**src/rtl/uart_rx_pkg.sv**
```systemverilog
// Shared definitions for the UART receiver: state encoding, default frame shape
// and oversampling constants.
package uart_rx_pkg;

  typedef enum logic [1:0] {
    ST_IDLE  = 2'b00,
    ST_START = 2'b01,
    ST_DATA  = 2'b10,
    ST_STOP  = 2'b11
  } state_t;

  localparam int DBIT_DEF    = 8;
  localparam int SB_TICK_DEF = 16;
  localparam int OVERSAMPLE  = 16;
  localparam int MID_BIT     = 7;

  // Tick counter must hold OVERSAMPLE-1 even when the stop phase is short.
  function automatic int tick_cnt_width(input int sb_tick);
    return ($clog2(sb_tick) < 4) ? 4 : $clog2(sb_tick);
  endfunction

endpackage

```
**src/rtl/uart_rx.sv**
```systemverilog
// 16x oversampled 8N1-style UART receiver: deframes LSB-first characters,
// drops start-bit glitches and flags a low stop-bit sample as a framing error.
//
// state | meaning
// IDLE  | line idle, waiting for falling edge on i_rx
// START | counting to mid start bit, confirming it is still low
// DATA  | sampling one data bit every 16 ticks, shifting LSB first
// STOP  | waiting SB_TICK ticks, then pulsing done/frame_err
module uart_rx
  import uart_rx_pkg::*;
#(
  parameter int DBIT    = DBIT_DEF,
  parameter int SB_TICK = SB_TICK_DEF
) (
  input  logic            i_clk,
  input  logic            i_reset,
  input  logic            i_rx,
  input  logic            i_s_tick,
  output logic [DBIT-1:0] o_dout,
  output logic            o_rx_done_tick,
  output logic            o_frame_err
);

  localparam int SW = tick_cnt_width(SB_TICK);
  localparam int NW = $clog2(DBIT);

  localparam logic [SW-1:0] S_MID      = SW'(MID_BIT);
  localparam logic [SW-1:0] S_BIT_END  = SW'(OVERSAMPLE - 1);
  localparam logic [SW-1:0] S_STOP_END = SW'(SB_TICK - 1);
  localparam logic [NW-1:0] N_LAST     = NW'(DBIT - 1);

  state_t          r_state, w_state;
  logic [SW-1:0]   r_s, w_s;
  logic [NW-1:0]   r_n, w_n;
  logic [DBIT-1:0] r_b, w_b;
  logic            w_done;
  logic            w_ferr;

  always_ff @(posedge i_clk) begin
    if (i_reset) begin
      r_state <= ST_IDLE;
      r_s     <= '0;
      r_n     <= '0;
      r_b     <= '0;
    end else begin
      r_state <= w_state;
      r_s     <= w_s;
      r_n     <= w_n;
      r_b     <= w_b;
    end
  end

  always_comb begin
    w_state = r_state;
    w_s     = r_s;
    w_n     = r_n;
    w_b     = r_b;
    w_done  = 1'b0;
    w_ferr  = 1'b0;
    unique case (r_state)
      ST_IDLE: begin
        // Edge detect runs every clk so the start bit is caught before the next tick.
        if (!i_rx) begin
          w_state = ST_START;
          w_s     = '0;
        end
      end
      ST_START: begin
        if (i_s_tick) begin
          if (r_s == S_MID) begin
            if (!i_rx) begin
              w_state = ST_DATA;
              w_s     = '0;
              w_n     = '0;
            end else begin
              w_state = ST_IDLE;
            end
          end else begin
            w_s = r_s + SW'(1);
          end
        end
      end
      ST_DATA: begin
        if (i_s_tick) begin
          if (r_s == S_BIT_END) begin
            w_b = {i_rx, r_b[DBIT-1:1]};
            w_s = '0;
            if (r_n == N_LAST) begin
              w_state = ST_STOP;
            end else begin
              w_n = r_n + NW'(1);
            end
          end else begin
            w_s = r_s + SW'(1);
          end
        end
      end
      ST_STOP: begin
        if (i_s_tick) begin
          if (r_s == S_STOP_END) begin
            w_done  = 1'b1;
            w_ferr  = ~i_rx;
            w_state = ST_IDLE;
          end else begin
            w_s = r_s + SW'(1);
          end
        end
      end
      default: w_state = ST_IDLE;
    endcase
  end

  assign o_dout         = r_b;
  assign o_rx_done_tick = w_done;
  assign o_frame_err    = w_ferr;

endmodule

```
**config.mk**
```make
export PLATFORM = sky130hd
export DESIGN_NAME = uart_rx
export DESIGN_NICKNAME = d
export VERILOG_FILES = /design/src/rtl/uart_rx_pkg.sv /design/src/rtl/uart_rx.sv
export SDC_FILE = /design/constraint.sdc
export NUM_CORES = 1
export LEC_CHECK = 0
export ABC_AREA = 1
export BUFFER_PORTS_ARGS = -buffer_cell sky130_fd_sc_hd__buf_2
export CAP_MARGIN = 10
export CORE_UTILIZATION = 45
export DETAILED_ROUTE_END_ITERATION = 6
export PLACE_DENSITY_LB_ADDON = 0.12
export SKIP_CTS_REPAIR_TIMING = 1
export SLEW_MARGIN = 40
export SYNTH_ARGS = -nofsm -noshare
export SYNTH_HDL_FRONTEND = slang
export SYNTH_SLANG_ARGS = --single-unit
export TNS_END_PERCENT = 5
```
**constraint.sdc**
```tcl
create_clock -name i_clk -period 1.81 [get_ports i_clk]
set_input_delay 0.543 -clock i_clk [delete_from_list [all_inputs] [get_ports i_clk]]
set_output_delay 0.543 -clock i_clk [all_outputs]
set_load 0.005 [all_outputs]
```
Word-level counts from Yosys, hierarchy flattened
Cells that the tools add are included.
{ "totals": {"regBits": 17, "latchBits": 0, "ramBits": 0, "mem_bits_ro": 0, "out_inout_bits": 10, "n_memories": 0} }
{ "classes": {"addsub": 2, "n_mul": 0, "n_div": 0, "n_lt_le_gt_ge": 0, "eq_ne": 17, "n_shift": 0, "mux": 31, "bitwise_logic": 1, "reduce_logical": 6} }
{ "ops": {"columns": ["cell", "n"], "rows": [
  ["two-way mux 4 bit", 7],
  ["inequality test 2 bit, second input constant", 11],
  ["two-way mux 2 bit", 9],
  ["two-way mux 3 bit", 6],
  ["one-hot mux 4 bit (4 select lines)", 1],
  ["one-hot mux 2 bit (4 select lines)", 1],
  ["AND reduction 8 bit", 1],
  ["AND reduction 7 bit", 1],
  ["two-way mux 1 bit", 6],
  ["one-hot mux 3 bit (2 select lines)", 1],
  ["adder 4 x 1 -> 4 bit, second input constant", 1],
  ["equality test 2 bit, second input constant", 2],
  ["equality test 4 x 3 -> 1 bit, second input constant", 1],
  ["equality test 4 bit, second input constant", 1],
  ["AND reduction 4 bit", 1],
  ["adder 3 x 1 -> 3 bit, second input constant", 1],
  ["equality test 3 bit, second input constant", 1],
  ["AND reduction 3 bit", 1],
  ["equality test 2 x 1 -> 1 bit, second input constant", 1],
  ["logical NOT 2 bit", 1],
  ["nonzero test 2 bit", 1],
  ["inverter 1 bit", 1]
]} }

Logic depth before layout (Yosys ltp)
{ "depth": {"depth_word": 5, "depth_mapped": 10, "ltp_nobuf": 10} }

Least setup slack after synthesis
OpenSTA, ideal clock, no wires.
{ "synth_path": {"path_kind": "register to output", "start": "register r_s[0]", "end": "output o_frame_err", "arrival_ps": 1083, "required_ps": 1267, "path_slack_ps": 184, "path_stages_with_launch": 6, "path_buffers": 0, "path_cell_list": "dfxtp_1 > ha_1 > nand3_1 > nor2_1 > inv_1 > nor3_1"} }
{ "synth_via": {"elab_chain_cells": 4} }
{ "synth_rtl": {"columns": ["element", "line", "source"], "rows": [
  ["start: declaration", "uart_rx.sv:33", "logic [SW-1:0] r_s, w_s;"],
  ["start signal: assignment", "uart_rx.sv:47", "r_s <= w_s;"],
  ["equality test 4 bit", "uart_rx.sv:100", "if (r_s == S_STOP_END) begin"],
  ["two-way mux 1 bit", "uart_rx.sv:100", null],
  ["two-way mux 1 bit", "uart_rx.sv:99", "if (i_s_tick) begin"],
  ["two-way mux 1 bit", "uart_rx.sv:60", "unique case (r_state)"],
  ["end: declaration", "uart_rx.sv:21", "output logic o_frame_err"]
]} }
Every way passes these cells.

Worst setup path in the final report
{ "layout_path": {"start": "register r_s[1]", "end": "output o_frame_err"} }
Same word-level chain as after synthesis.

==> flow_summary.json <==
{
  "drive_gt1_frac": 0.286,
  "start_kind": "flip-flop",
  "setup_viol": 1,
  "drt-wirelength-per-cell_um": 10.5,
  "core-area_mm2": 0.00194,
  "setup_ws_ns": -0.106,
  "drt_iter0_drc": 17,
  "synth_mux_area_frac": 0,
  "worst_slew_pin_slew_ns": 0.273,
  "viasPerCell": 4.68,
  "start_util": 0.475,
  "synth_nets": 140,
  "rsz0062_at_grt": "true",
  "synth_seq_cells": 17,
  "max_freq_mhz": 522,
  "synth-compound-area-share": 0.125,
  "track_usage": 0.181,
  "maxSlewHeadroom": 0.818,
  "max-vdd-ir-drop_mv": 0.537,
  "cap_violations": 0,
  "period_share": 1.06,
  "cts_max_path_buffers": 2,
  "drt-pass1-iter-count": 4,
  "outcome": "finished, violations left",
  "io_buffers": 13,
  "hpwl_um": 1450,
  "die_width_um": 47.3,
  "dp.cells": 174,
  "routed_wl_um": 1900,
  "fin_nets": 162,
  "synthAdderAreaFrac": 0.0407,
  "synth_area_um2": 922,
  "post-place-ws_ns": 0.128,
  "die-area_mm2": 0.00223,
  "synth_edf_count": 0,
  "final_util": 0.581,
  "grt_pass1_vias": 697,
  "crit_arrival_ns": 1.37,
  "drv_slew": 0,
  "cts_max_level": 1,
  "busiest_layer": "met2",
  "row_count": 16,
  "synth_top_family_by_area": "simple AND/OR/NAND/NOR gates",
  "io_pins": 14,
  "antenna_found_initial": 0,
  "gp_congestion": 0.858,
  "gr-usage-met1": 0.240,
  "powerDensity_mw_per_mm2": 953,
  "end_kind": "primary output",
  "cts-root-buf": "clkbuf_4",
  "drc": 0,
  "insertion_delay_ns": 0.28,
  "syn_to_final_growth_pct": 22.3,
  "ant_nets": 0,
  "cts_made_buffers": 3,
  "crit_type": "reg2out",
  "avgSynthCellArea_um2": 6.93,
  "yosysSeqAreaShare": 0.369,
  "gr-usage-met2": 0.288,
  "fin_cells": 181,
  "antenna_cells": 0,
  "worstPathRequired_ns": 1.27,
  "place_area_mm2": 0.00103,
  "grt_max_degree": 12,
  "leakage_nw": 0.530,
  "synth-xor-area-share": 0,
  "hold_viol": 0,
  "via_count": 847,
  "path_max_fanout": 3,
  "fin_area_mm2": 0.00113,
  "ys.flop_type": "dfxtp_1",
  "synthCells": 133,
  "grtUsageMet3": 0.0654,
  "dieHeight_um": 47.3,
  "clock-sinks": 17,
  "path_clk_slew_ns": 0.10,
  "post-route-min-period_ns": 1.92,
  "synth_cell_types": 21,
  "clock_skew_ns": 0.00608,
  "total_power_mw": 1.07,
  "synthSimpleGateAreaFrac": 0.387,
  "grt_pass1_wl_um": 2860,
  "async_flop_share": 0,
  "violations": "setup timing",
  "yosys_warnings": 0,
  "tritoncts": "yes",
  "hold_class": "reg2reg",
  "overflow": 0
}
==> registers in the layout (all words and copies together), names as in the netlist, named ones only <==
register / cells
o_dout: 8
r_s: 4
r_n: 3
r_state: 1
==> through the flow <==
stage / TNS (ns) / hold slack, ns
floorplan: 0 / 0.451
global placement: 0 / 0.462
detailed placement: 0 / 0.474
CTS: -0.342 / 0.489
global route: -0.209 / 0.510
finish: -0.106 / 0.485
==> area by class of cell <==
| type | instances | area, um^2 |
|---|---|---|
| Multi-Input combinational cell | 99 | 547 |
| Clock buffer | 3 | 22.5 |
| Timing Repair Buffer | 20 | 118 |
| Fill cell | 204 | 815 |
| Tap cell | 27 | 33.8 |
| Clock inverter | 1 | 5.00 |
| Inverter | 14 | 52.6 |
| Sequential cell | 17 | 349 |
==> cell families after synthesis <==
| family | count (synthesis) |
|---|---|
| compound gates | 23 |
| flops | 17 |
| fa+ha+maj | 3 |
| simple gates | 73 |
| buf+inv | 17 |
==> path summary, 6_finish.rpt <==
| path | start | to | slack, ns | cells past startpoint |
|---|---|---|---|---|
| worst max-delay path | r_s[1] | o_frame_err | -0.11 | 6 |
| worst min-delay path | r_n[1] | r_n[1] | 0.49 | 2 |
| worst max register to register | r_s[1] | r_n[0] | 0.27 | 10 |
| worst min register to register | r_n[1] | r_n[1] | 0.49 | 2 |
==> cell usage in the layout, fill, tap and decap left out, types with 4 or more instances in the layout <==
cell	count
a21oi_1	10
buf_2	13
buf_4	7
dfxtp_1	14
inv_1	10
inv_2	4
nand2_1	26
nand3_1	9
nor2_1	24
o21ai_0	12
==> synth_stat cells (2+ instances only) <==
library cell | count | share of area
a21oi_1 | 10 | 0.054
dfxtp_1 | 17 | 0.37
ha_1 | 3 | 0.041
inv_1 | 11 | 0.045
inv_2 | 3 | 0.012
nand2_1 | 26 | 0.11
nand2_2 | 3 | 0.020
nand3_1 | 10 | 0.054
nand3_2 | 2 | 0.022
nor2_1 | 25 | 0.10
nor2_8 | 2 | 0.043
o21ai_0 | 12 | 0.065
==> routing by layer <==
metal / wire, um / up-vias
met5: 0 / -
met4: 0 / 0
met3: 52 / 0
met2: 932 / 10
met1: 913 / 365
li1: - / 472
==> critical path, cell delays in order (launching register included) <==
cell and delay, ns:
dfxtp_4 0.38, ha_4 0.15, nand3_4 0.09, nor2_4 0.13, inv_2 0.05, nor3_2 0.16
buf_2 0.13
==> power breakdown <==
| group | switching [mW] | internal [mW] | leakage (nW) |
|---|---|---|---|
| sequential | 0.0369 | 0.418 | 0.139 |
| clock | 0.112 | 0.0820 | 0.0177 |
| combinational | 0.280 | 0.146 | 0.372 |
(Power assumes the default switching activity.)
